===== src/rtl/core_inst_buffer.sv =====
// Instruction queue between fetch F2 and decode: compacts fetch pairs into a circular FIFO and
// presents the two oldest entries. Define INST_BUF_BYPASS_EN for same-cycle empty-buffer bypass.
module core_inst_buffer #(
  parameter int unsigned DEPTH               = 8,
  parameter int unsigned ATTACHED_INFO_WIDTH = 32
) (
  input  logic                                clk,
  input  logic                                rst,
  input  logic                                flush_i,
  input  logic [1:0]                          valid_i,
  input  logic [31:0]                         pc_i,
  input  logic [1:0][31:0]                    inst_i,
  input  logic [ATTACHED_INFO_WIDTH-1:0]      attached_i,
  output logic                                ready_o,
  output logic [1:0]                          valid_o,
  output logic [1:0][31:0]                    pc_o,
  output logic [1:0][31:0]                    inst_o,
  output logic [1:0][ATTACHED_INFO_WIDTH-1:0] attached_o,
  input  logic [1:0]                          ready_i
);

  localparam int unsigned PtrW = $clog2(DEPTH);
  typedef logic [PtrW-1:0] ptr_t;
  typedef logic [PtrW:0]   cnt_t;

  ptr_t wptr_q, wptr_d, rptr_q, rptr_d;
  cnt_t count_q, count_d;

  logic [31:0]                    inst_mem [DEPTH];
  logic [31:0]                    pc_mem   [DEPTH];
  logic [ATTACHED_INFO_WIDTH-1:0] att_mem  [DEPTH];

  logic            push, bypass, sel_hi;
  logic [1:0]      push_cnt, pop_cnt, byp_pop, wr_cnt;
  logic [1:0][31:0] cmp_inst, cmp_pc;
  logic [31:0]     w0_inst, w0_pc;
  ptr_t            rd_idx1, wr_idx1;
  logic            unused_pc;

  assign unused_pc = ^pc_i[2:0];

  assign ready_o  = (count_q <= cnt_t'(DEPTH - 2));
  assign push     = (|valid_i) && ready_o;
  assign push_cnt = push ? ({1'b0, valid_i[0]} + {1'b0, valid_i[1]}) : 2'd0;

  // Lowest valid slot lands in compacted lane 0; slot1 is always the younger word.
  assign cmp_inst[0] = valid_i[0] ? inst_i[0] : inst_i[1];
  assign cmp_pc[0]   = {pc_i[31:3], ~valid_i[0], 2'b00};
  assign cmp_inst[1] = inst_i[1];
  assign cmp_pc[1]   = {pc_i[31:3], 3'b100};

`ifdef INST_BUF_BYPASS_EN
  assign bypass = push && (count_q == '0);
`else
  assign bypass = 1'b0;
`endif

  assign rd_idx1 = rptr_q + ptr_t'(1);
  assign wr_idx1 = wptr_q + ptr_t'(1);

  always_comb begin
    if (bypass) begin
      valid_o    = {push_cnt == 2'd2, 1'b1};
      pc_o       = cmp_pc;
      inst_o     = cmp_inst;
      attached_o = {2{attached_i}};
    end else begin
      valid_o       = {count_q >= cnt_t'(2), count_q >= cnt_t'(1)};
      pc_o[0]       = pc_mem[rptr_q];
      pc_o[1]       = pc_mem[rd_idx1];
      inst_o[0]     = inst_mem[rptr_q];
      inst_o[1]     = inst_mem[rd_idx1];
      attached_o[0] = att_mem[rptr_q];
      attached_o[1] = att_mem[rd_idx1];
    end
  end

  assign pop_cnt = {1'b0, ready_i[0] & valid_o[0]} + {1'b0, ready_i[1] & valid_o[1]};
  // Bypassed instructions consumed this cycle never occupy an entry.
  assign byp_pop = bypass ? pop_cnt : 2'd0;
  assign wr_cnt  = push_cnt - byp_pop;
  assign sel_hi  = bypass && (pop_cnt == 2'd1);
  assign w0_inst = sel_hi ? cmp_inst[1] : cmp_inst[0];
  assign w0_pc   = sel_hi ? cmp_pc[1]   : cmp_pc[0];

  always_comb begin
    wptr_d  = wptr_q;
    rptr_d  = rptr_q;
    count_d = count_q;
    if (flush_i) begin
      wptr_d  = '0;
      rptr_d  = '0;
      count_d = '0;
    end else begin
      wptr_d  = wptr_q + ptr_t'(wr_cnt);
      rptr_d  = rptr_q + ptr_t'(pop_cnt - byp_pop);
      count_d = count_q + cnt_t'(push_cnt) - cnt_t'(pop_cnt);
    end
  end

  always_ff @(posedge clk or posedge rst) begin
    if (rst) begin
      wptr_q  <= '0;
      rptr_q  <= '0;
      count_q <= '0;
    end else begin
      wptr_q  <= wptr_d;
      rptr_q  <= rptr_d;
      count_q <= count_d;
    end
  end

  always_ff @(posedge clk) begin
    if (!flush_i) begin
      if (wr_cnt != 2'd0) begin
        inst_mem[wptr_q] <= w0_inst;
        pc_mem[wptr_q]   <= w0_pc;
        att_mem[wptr_q]  <= attached_i;
      end
      if (wr_cnt == 2'd2) begin
        inst_mem[wr_idx1] <= cmp_inst[1];
        pc_mem[wr_idx1]   <= cmp_pc[1];
        att_mem[wr_idx1]  <= attached_i;
      end
    end
  end

`ifndef SYNTHESIS
  always @(posedge clk) begin
    if (!rst) begin
      assert (ready_i != 2'b10)
        else $error("core_inst_buffer: ready_i is not thermometer coded");
      assert (!((|valid_i) && !ready_o))
        else $warning("core_inst_buffer: valid_i while ready_o low, input ignored");
    end
  end
`endif

endmodule


===== config.mk =====
export PLATFORM = sky130hd
export DESIGN_NAME = core_inst_buffer
export DESIGN_NICKNAME = d
export VERILOG_FILES = /design/src/rtl/core_inst_buffer.sv
export SDC_FILE = /design/constraint.sdc
export NUM_CORES = 1
export LEC_CHECK = 0
export CELL_PAD_IN_SITES_DETAIL_PLACEMENT = 2
export CELL_PAD_IN_SITES_GLOBAL_PLACEMENT = 2
export CORE_MARGIN = 2
export CORE_UTILIZATION = 40
export DETAILED_ROUTE_END_ITERATION = 10
export PLACE_DENSITY = 0.76
export SLEW_MARGIN = 20
export SYNTH_ARGS = -nofsm -noshare
export SYNTH_HDL_FRONTEND = slang
export SYNTH_SLANG_ARGS = --single-unit
export TNS_END_PERCENT = 20

===== constraint.sdc =====
create_clock -name clk -period 7.08 [get_ports clk]
set_input_delay 1.062 -clock clk [delete_from_list [all_inputs] [get_ports clk]]
set_output_delay 1.062 -clock clk [all_outputs]
set_load 0.01 [all_outputs]

# Word level (Yosys, flattened, before mapping)
# Memory sizes are Yosys's and may differ from the RTL's.
# Index checks and enable logic that the tools add are counted.
op_classes:
  add_sub_neg: 8
  magnitude_cmp: 3
  eq_ne: 1
  mux: 11
  n_bitwise: 3
  n_reduce_logical: 3
ops:
  columns: ["operator", "count"]
  rows:
  - ["32-bit 2-to-1 mux", 1]
  - ["3-bit by 1-bit adder with 3-bit output, second input constant", 2]
  - ["3-bit by 2-bit adder with 3-bit output", 2]
  - ["1-bit 2-to-1 mux", 6]
  - ["3-bit 2-to-1 mux", 2]
  - ["1-bit by 1-bit adder with 2-bit output", 2]
  - ["4-bit by 2-bit adder with 4-bit output", 1]
  - ["4-bit by 1-bit >= comparator with 1-bit output, second input constant", 1]
  - ["4-bit by 2-bit >= comparator with 1-bit output, second input constant", 1]
  - ["4-bit by 3-bit less-or-equal comparator with 1-bit output, second input constant", 1]
  - ["4-bit 2-to-1 mux", 1]
  - ["4-bit by 2-bit subtractor with 4-bit output", 1]
  - ["1-bit AND", 2]
  - ["2-bit equality test, second input constant", 1]
  - ["2-bit 2-to-1 mux", 1]
  - ["2-bit nonzero test", 1]
  - ["2-bit OR reduction", 1]
  - ["1-bit logical AND", 1]
  - ["1-bit inverter", 1]
totals:
  reg_bits: 10
  ram_bits: 752
  in_bits: 135
  output_inout_bits: 195
  wordCells: 35
  mem_count: 3
mem_list:
  columns: ["name", "depth", "word_bits", "rd", "rd_ports_with_merged_regs", "wr", "line", "text"]
  rows:
  - ["att_mem", 8, 32, 2, 0, 2, "31", "logic [ATTACHED_INFO_WIDTH-1:0] att_mem [DEPTH];"]
  - ["inst_mem", 8, 32, 2, 0, 2, "29", "logic [31:0] inst_mem [DEPTH];"]
  - ["pc_mem", 8, 30, 2, 0, 2, "30", "logic [31:0] pc_mem [DEPTH];"]

# Longest topological paths before layout
# Gate-level depths: netlist (run 1).
logic_depth:
  depth_word: 7
  depth_mapped: 17

# Worst setup path before layout (run 1)
# OpenSTA, ideal clock, no wires.
synth_timing:
  path_type: "in2reg"
  from: "in valid_i[0]"
  to: "mem att_mem[2][0], enable pin"
  setup_time_ns: 0.490
  t_arrival_ns: 5.621
  path_slack_ns: 0.968
  stages: 9
  n_path_buf: 4
  path_cell_list: "buf_2 -> buf_1 -> buf_2 -> inv_1 -> ha_1 -> and4bb_2 -> o211ai_2 -> o22ai_1 -> clkbuf_1"
synth_rtl:
  columns: ["item", "line", "text"]
  rows:
  - ["from (decl)", "10", "input logic [1:0] valid_i,"]
  - ["to (decl)", "31", null]

==> impl_metrics.yaml, run 1 <==
run_status:
  status: "completed"
floorplan:
  core_mm2: 0.100
  die_h_um: 321
  rows: 116
  io_pins: 330
  initial_core_util_pct: 40.3
  die-area_mm2: 0.103
  die-width_um: 321
cts:
  h-tree-depth: 3
  ctsHoldBuffers: 0
  post_cts_buffers: 0
  clock_latency_ns: 0.66
  cts_buffer_depth: 3
  cts.sinks: 762
  clk_pin_slew_ns: 0.06
  cts_buffers: 87
  cts_tree: "done"
  cts.repair.resized: 0
  root_buffer: "clkbuf_16"
routing:
  viasPerCell: 6.00
  drtPass1Iterations: 7
  wl_per_cell_um: 31.1
  wl_met3_um: 6920
  topRoutingLayerUsed: "met5"
  wl_met2_um: 63500
  m1WireLength_um: 49700
  drt_first_iter_violations: 1826
  drc: 0
  ant_nets: 0
  wl_um: 123000
  num_vias: 23800
timing:
  drv_slew: 0
  fmax_ghz: 0.177
  finalSetupViolCount: 0
  tns_ns: 0
  hold_viol_final: 0
  tightest_slew_ns: 1.14
  relSlewSlack_pct: 24.3
  min_period_ns: 5.65
  post-route-period-util_pct: 79.8
  rsz0062_at_grt: "no"
  skew_ns: 0.0228
cells_and_area:
  area_growth_pct: 17.8
  drive_gt1_share_pct: 35.0
  nNetsFinal: 2743
  finish.instance_area_mm2: 0.0475
  num-fill-cells: 9000
pwr:
  seq_power_share_pct: 30.9
  power_w: 0.0177
  clockPowerShare_pct: 24.7
  combPwrFrac_pct: 44.4
  leakagePower_nw: 15.0
  vdd_drop_max_uv: 306
  p_sw_share_pct: 32.5
  switchingPower_w: 0.00575
  intPower_w: 0.0120
  power_density_mw_per_mm2: 373
worst_setup_path:
  cp_num_buf_inv: 2
  crit_type: "reg -> out"
  crit_path_start_kind: "flop"
  slowest_delay_ns: 1.14
  r2r-start: "wptr_q[0]"
  crit_family: "buffers and inverters"
  endpoint_kind: "primary output"
  crit_path_max_fanout: 57
  cp.required_ns: 6.02
  worstPathCellList: "ha_4 -> buf_4 -> mux4_2 -> mux2_2 -> clkdlybuf4s50_1"
  cp-startpoint: "rptr_q[1]"
  slowest_stage: "dfrtp_4"
  cp.arrival_ns: 4.59
yosys:
  postSynthCellCount: 2353
  muxShareOfSynthArea_pct: 32.1
  syn_area_per_cell_um2: 17.1
  synth-compound-area-share_pct: 2.24
  synth_ff_type: "edfxtp_1"
  synth-async-reset-ratio_pct: 1.31
  synth_edf_count: 744
  synth-seq-cells: 762
  ys_warn_count: 0
  synth_top_family_by_area: "multiplexers"
  syn_area_mm2: 0.0403
  ys_types: 52
  synth-simple-area-share_pct: 5.59
  yosys.area_share.adder_pct: 0.602
  yosysSeqAreaShare_pct: 56.4
  synthXorXnorAreaFrac_pct: 0.171
global_route:
  grt_pass1_wl_um: 183000
  gr-total-overflow: 0
  grt_pass1_vias: 27200
  grt_max_degree: 107
  antenna_found_initial: 20
  grt_util_all_layers_pct: 24.0
min_path:
  min-delay-start: "pc_mem[2][0]"
  worstHoldPathType: "reg -> reg"
placed_design:
  io_buffers: 322
  gp_congestion: 0.769
  hpwl_um: 72200
  placed_area_mm2: 0.0447
flow_run:
  drv_cap: 0
==> metrics by stage <==
stage                     cells  utilization, %  setup slack [ns]  hold slack, ns
after detailed placement   3798            44.7              1.96           0.513
after global routing       3965            47.5              1.15           0.567
after global placement     3798            44.7              2.05           0.485
final                      3970            47.5              1.43           0.529
after floorplan            2356               -             0.968           0.471
after CTS                  3956            47.4              1.27           0.527
==> sequential cells by signal, indices dropped and copies added (netlist names) <==
register  count
att_mem     256
wptr_q        3
count_q       4
inst_mem    256
pc_mem      240
rptr_q        3
==> final timing paths <==
check                      depth (start not counted)              to  slack [ns]
max                                                5      inst_o[52]        1.43
max reg2reg                                        7  inst_mem[4][0]        2.86
min in group asynchronous                          2      count_q[1]        0.76
min reg2reg                                        2    pc_mem[2][0]        0.53
max in group asynchronous                          2       rptr_q[1]        5.94
min                                                2    pc_mem[2][0]        0.53
==> layout make-up <==
class	instances	area, µm²	area share (%)
Antenna cell	12	30.0	0.0632
Sequential cell	762	22800	47.9
Tap cell	1298	1620	3.42
Multi-Input combinational cell	1349	16600	34.9
Clock inverter	62	462	0.972
Clock buffer	96	2250	4.74
Timing Repair Buffer	369	3690	7.77
Inverter	22	90.1	0.190
==> routing by layer <==
layer | GRT usage (%) | vias up
li1 | - | 9939
met1 | 30.2 | 12900
met2 | 42.3 | 747
met3 | 4.20 | 223
met4 | 7.66 | 20
met5 | 0 | -
==> power by group through the flow <==
stage	sequential [W]	clock (W)	combinational, W
after floorplan	0.00541	0	0.00484
after global placement	0.00553	0	0.00777
after detailed placement	0.00557	0	0.00792
after CTS	0.00548	0.00447	0.00797
after global routing	0.00551	0.00463	0.00836
final	0.00548	0.00437	0.00786
==> cell usage in the layout, fill, tap and decap left out, drive strengths merged, types with 3 or more instances in the layout <==
cell,count
nand2,3
xor2,4
inv,26
diode,12
buf,47
or3,6
clkbuf,97
clkinv,49
o2111ai,3
nor2b,89
nand3,9
conb,4
xnor2,3
o21a,4
nor3,34
or2,4
and2,150
clkdlybuf4s50,321
mux2i,32
o211ai,5
o21ai,8
edfxtp,744
bufinv,6
clkinvlp,3
mux4,376
and2b,3
fa,4
mux2,348
dfxtp,8
a21oi,129
nor2,104
dfrtp,10
ha,13
==> worst reg2reg max path: stages, from the launching register on <==
cell	delay (ns)
dfrtp_1	0.47
ha_1	0.46
inv_2	0.41
buf_4	0.55
o211a_4	0.32
and2_2	0.87
buf_4	0.50
mux2_2	0.40
==> cells in the mapped netlist, types with 3 or more instances <==
| cell type | instances | area (µm²) |
|---|---|---|
| edfxtp_1 | 744 | 22300 |
| mux4_2 | 376 | 8470 |
| mux2_2 | 289 | 3250 |
| and2_1 | 149 | 932 |
| a21oi_1 | 129 | 646 |
| nor2_1 | 103 | 387 |
| buf_2 | 95 | 475 |
| nor2b_1 | 89 | 557 |
| clkbuf_1 | 83 | 312 |
| mux2_4 | 59 | 886 |
| nor3_1 | 34 | 170 |
| mux2i_1 | 32 | 320 |
| buf_1 | 28 | 105 |
| inv_1 | 20 | 75.1 |
| ha_1 | 13 | 163 |
| dfrtp_1 | 10 | 250 |
| nand3_1 | 9 | 45.0 |
| dfxtp_1 | 8 | 160 |
| o21ai_0 | 8 | 40.0 |
| buf_4 | 7 | 52.6 |
| buf_6 | 7 | 78.8 |
| or3_1 | 6 | 37.5 |
| fa_1 | 4 | 80.1 |
| o21a_1 | 4 | 30.0 |
| xor2_1 | 4 | 35.0 |
| and2b_1 | 3 | 22.5 |
| buf_12 | 3 | 60.1 |
| o2111ai_1 | 3 | 26.3 |
| o211ai_1 | 3 | 22.5 |
==> kinds of logic (layout without fill, tap and decap cells) <==
family          after synthesis  after routing
buf+inv                     245            549
fa+ha+maj                    17             17
flops                       762            762
other cells                   1             16
xor+xnor                      7              7
compound gates              160            160
mux                         756            756
simple gates                405            405
Power figures use the tool's default switching activity.
==> run 2, diff against run 1 <==
- clock period: 7.08 -> 5.4 ns (I/O delays scaled with it)
==> impl_metrics.yaml, run 2 (synthesized netlist as in run 1, its figures left out) <==
timing:
  relSlewSlack_pct: 30.6
  hold_viol_final: 0
  post-route-period-util_pct: 91.3
  fmax_ghz: 0.203
  finalSetupViolCount: 0
  fin_hold_ws_ns: 0.474
  tightest_slew_ns: 1.04
  min_period_ns: 4.93
  drv_slew: 0
  rsz0062_at_grt: "no"
  skew_ns: 0.0278
placed_design:
  placed_area_mm2: 0.0450
  hpwl_um: 73900
  gp_congestion: 0.783
  dp.cells: 3813
  io_buffers: 322
floorplan:
  rows: 116
  core_mm2: 0.100
  die-area_mm2: 0.103
  io_pins: 330
  initial_core_util_pct: 40.3
  die-width_um: 321
  die_h_um: 321
routing:
  drtPass1Iterations: 7
  wl_um: 125000
  ant_nets: 0
  num_vias: 23900
  wl_per_cell_um: 31.3
  viasPerCell: 5.99
  drc: 0
  drt_first_iter_violations: 1840
cells_and_area:
  mostFrequentLayoutCell: "edfxtp_1"
  area_growth_pct: 19.0
  drive_gt1_share_pct: 35.4
  mostFrequentLayoutCells: "edfxtp_1, mux4_2, clkdlybuf4s50_1, mux2_2, and2_1"
  post-route-util_pct: 48.0
  fin_cells: 3985
  nNetsFinal: 2759
  largest_registers: "att_mem: 256 flops, inst_mem: 256 flops, pc_mem: 240 flops"
  regArea_mm2: 0.0228
  num-fill-cells: 8957
  finish.instance_area_mm2: 0.0480
  multi_input_area_mm2: 0.0166
worst_setup_path:
  cp_num_buf_inv: 3
  crit_type: "reg -> out"
  reg2reg_depth: 6
  r2r_slack_ns: 2.03
  cp.required_ns: 4.59
  crit_family: "buffers and inverters"
  slowest_delay_ns: 0.83
  cp.arrival_ns: 4.12
  slowest_stage: "dfrtp_4"
  crit_path_start_kind: "flop"
  crit_cells: 5
  r2r_end: "pc_mem[6][15]"
  crit_top_cell: "buf_4"
  endpoint_kind: "primary output"
  worstPathCellList: "buf_4 -> buf_4 -> mux4_2 -> mux2_2 -> clkdlybuf4s50_1"
  r2r-start: "count_q[3]"
  crit_path_max_fanout: 41
pwr:
  p_sw_share_pct: 32.2
  switchingPower_w: 0.00763
  intPower_w: 0.0160
  power_density_mw_per_mm2: 494
  combPwrFrac_pct: 44.1
  clockPowerShare_pct: 25.8
  vdd_drop_max_uv: 323
  seq_power_share_pct: 30.2
  leakagePower_nw: 15.2
  power_w: 0.0237
global_route:
  grt_max_degree: 141
  antenna_found_initial: 19
  grt_pass1_wl_um: 184000
  grt_util_all_layers_pct: 24.2
  gr-total-overflow: 0
  grt_pass1_vias: 27100
cts:
  root_buffer: "clkbuf_16"
  cts_tree: "done"
  cts_buffers: 90
  cts_buffer_depth: 3
  h-tree-depth: 3
  cts.sinks: 762
  post_cts_buffers: 0
  cts.repair.resized: 0
  clk_pin_slew_ns: 0.06
  clock_latency_ns: 0.67
  ctsHoldBuffers: 0
run_status:
  status: "completed"
flow_run:
  drv_cap: 0
min_path:
  worstHoldPathType: "in -> async"
[run 2: cell types whose count changed in the layout (fill, tap and decap cells not counted), sizes merged, moves of 4 or more]
cell | previous run | this run
buf | 47 | 61
clkbuf | 97 | 108
clkinv | 49 | 41
diode | 12 | 6
bufinv | 6 | 10
[run 2: area by class of cell]
| type | count | area share [%] |
|---|---|---|
| diodes | 6 | 0.0313 |
| clock buffers | 108 | 4.93 |
| clock inverters | 58 | 1.16 |
| inverters | 22 | 0.188 |
| multi-input cells | 1349 | 34.6 |
| flip-flops and latches | 762 | 47.5 |
| well taps | 1298 | 3.39 |
| repair buffers | 382 | 8.25 |
[run 2: worst max-delay path by stage]
stage / start / to / slack, ns
5_1_grt: rptr_q[1] / attached_o[30] / 0.24
2_1_floorplan: valid_i[0] / att_mem[6][0] / -0.41
3_5_place_dp: rptr_q[1] / attached_o[30] / 1.08
6_report: rptr_q[1] / attached_o[30] / 0.47
3_3_place_gp: rptr_q[1] / attached_o[10] / 1.17
4_1_cts: rptr_q[1] / attached_o[30] / 0.37
[run 2: stage by stage]
step	TNS (ns)	setup WS, ns
4_1_cts	0	0.368
3_3_place_gp	0	1.17
5_1_grt	0	0.242
3_5_place_dp	0	1.08
6_report	0	0.469
2_1_floorplan	-122.14	-0.410
[run 2: metal layers]
| layer | GRT usage [%] | share of wire [%] | up-vias |
|---|---|---|---|
| li1 | - | - | 9970 |
| met1 | 29.8 | 40 | 12900 |
| met2 | 42.8 | 51 | 703 |
| met3 | 4.40 | 5.6 | 235 |
| met4 | 8.45 | 3.1 | 24 |
| met5 | 0 | 0.12 | - |
[run 2: power by group through the flow]
stage               clock network, W  logic (W)  registers [W]
CTS                          0.00623     0.0106        0.00714
detailed placement                 0     0.0105        0.00726
floorplan                          0    0.00635        0.00709
finish                       0.00610     0.0104        0.00714
global route                 0.00644     0.0111        0.00717
global placement                   0     0.0103        0.00721
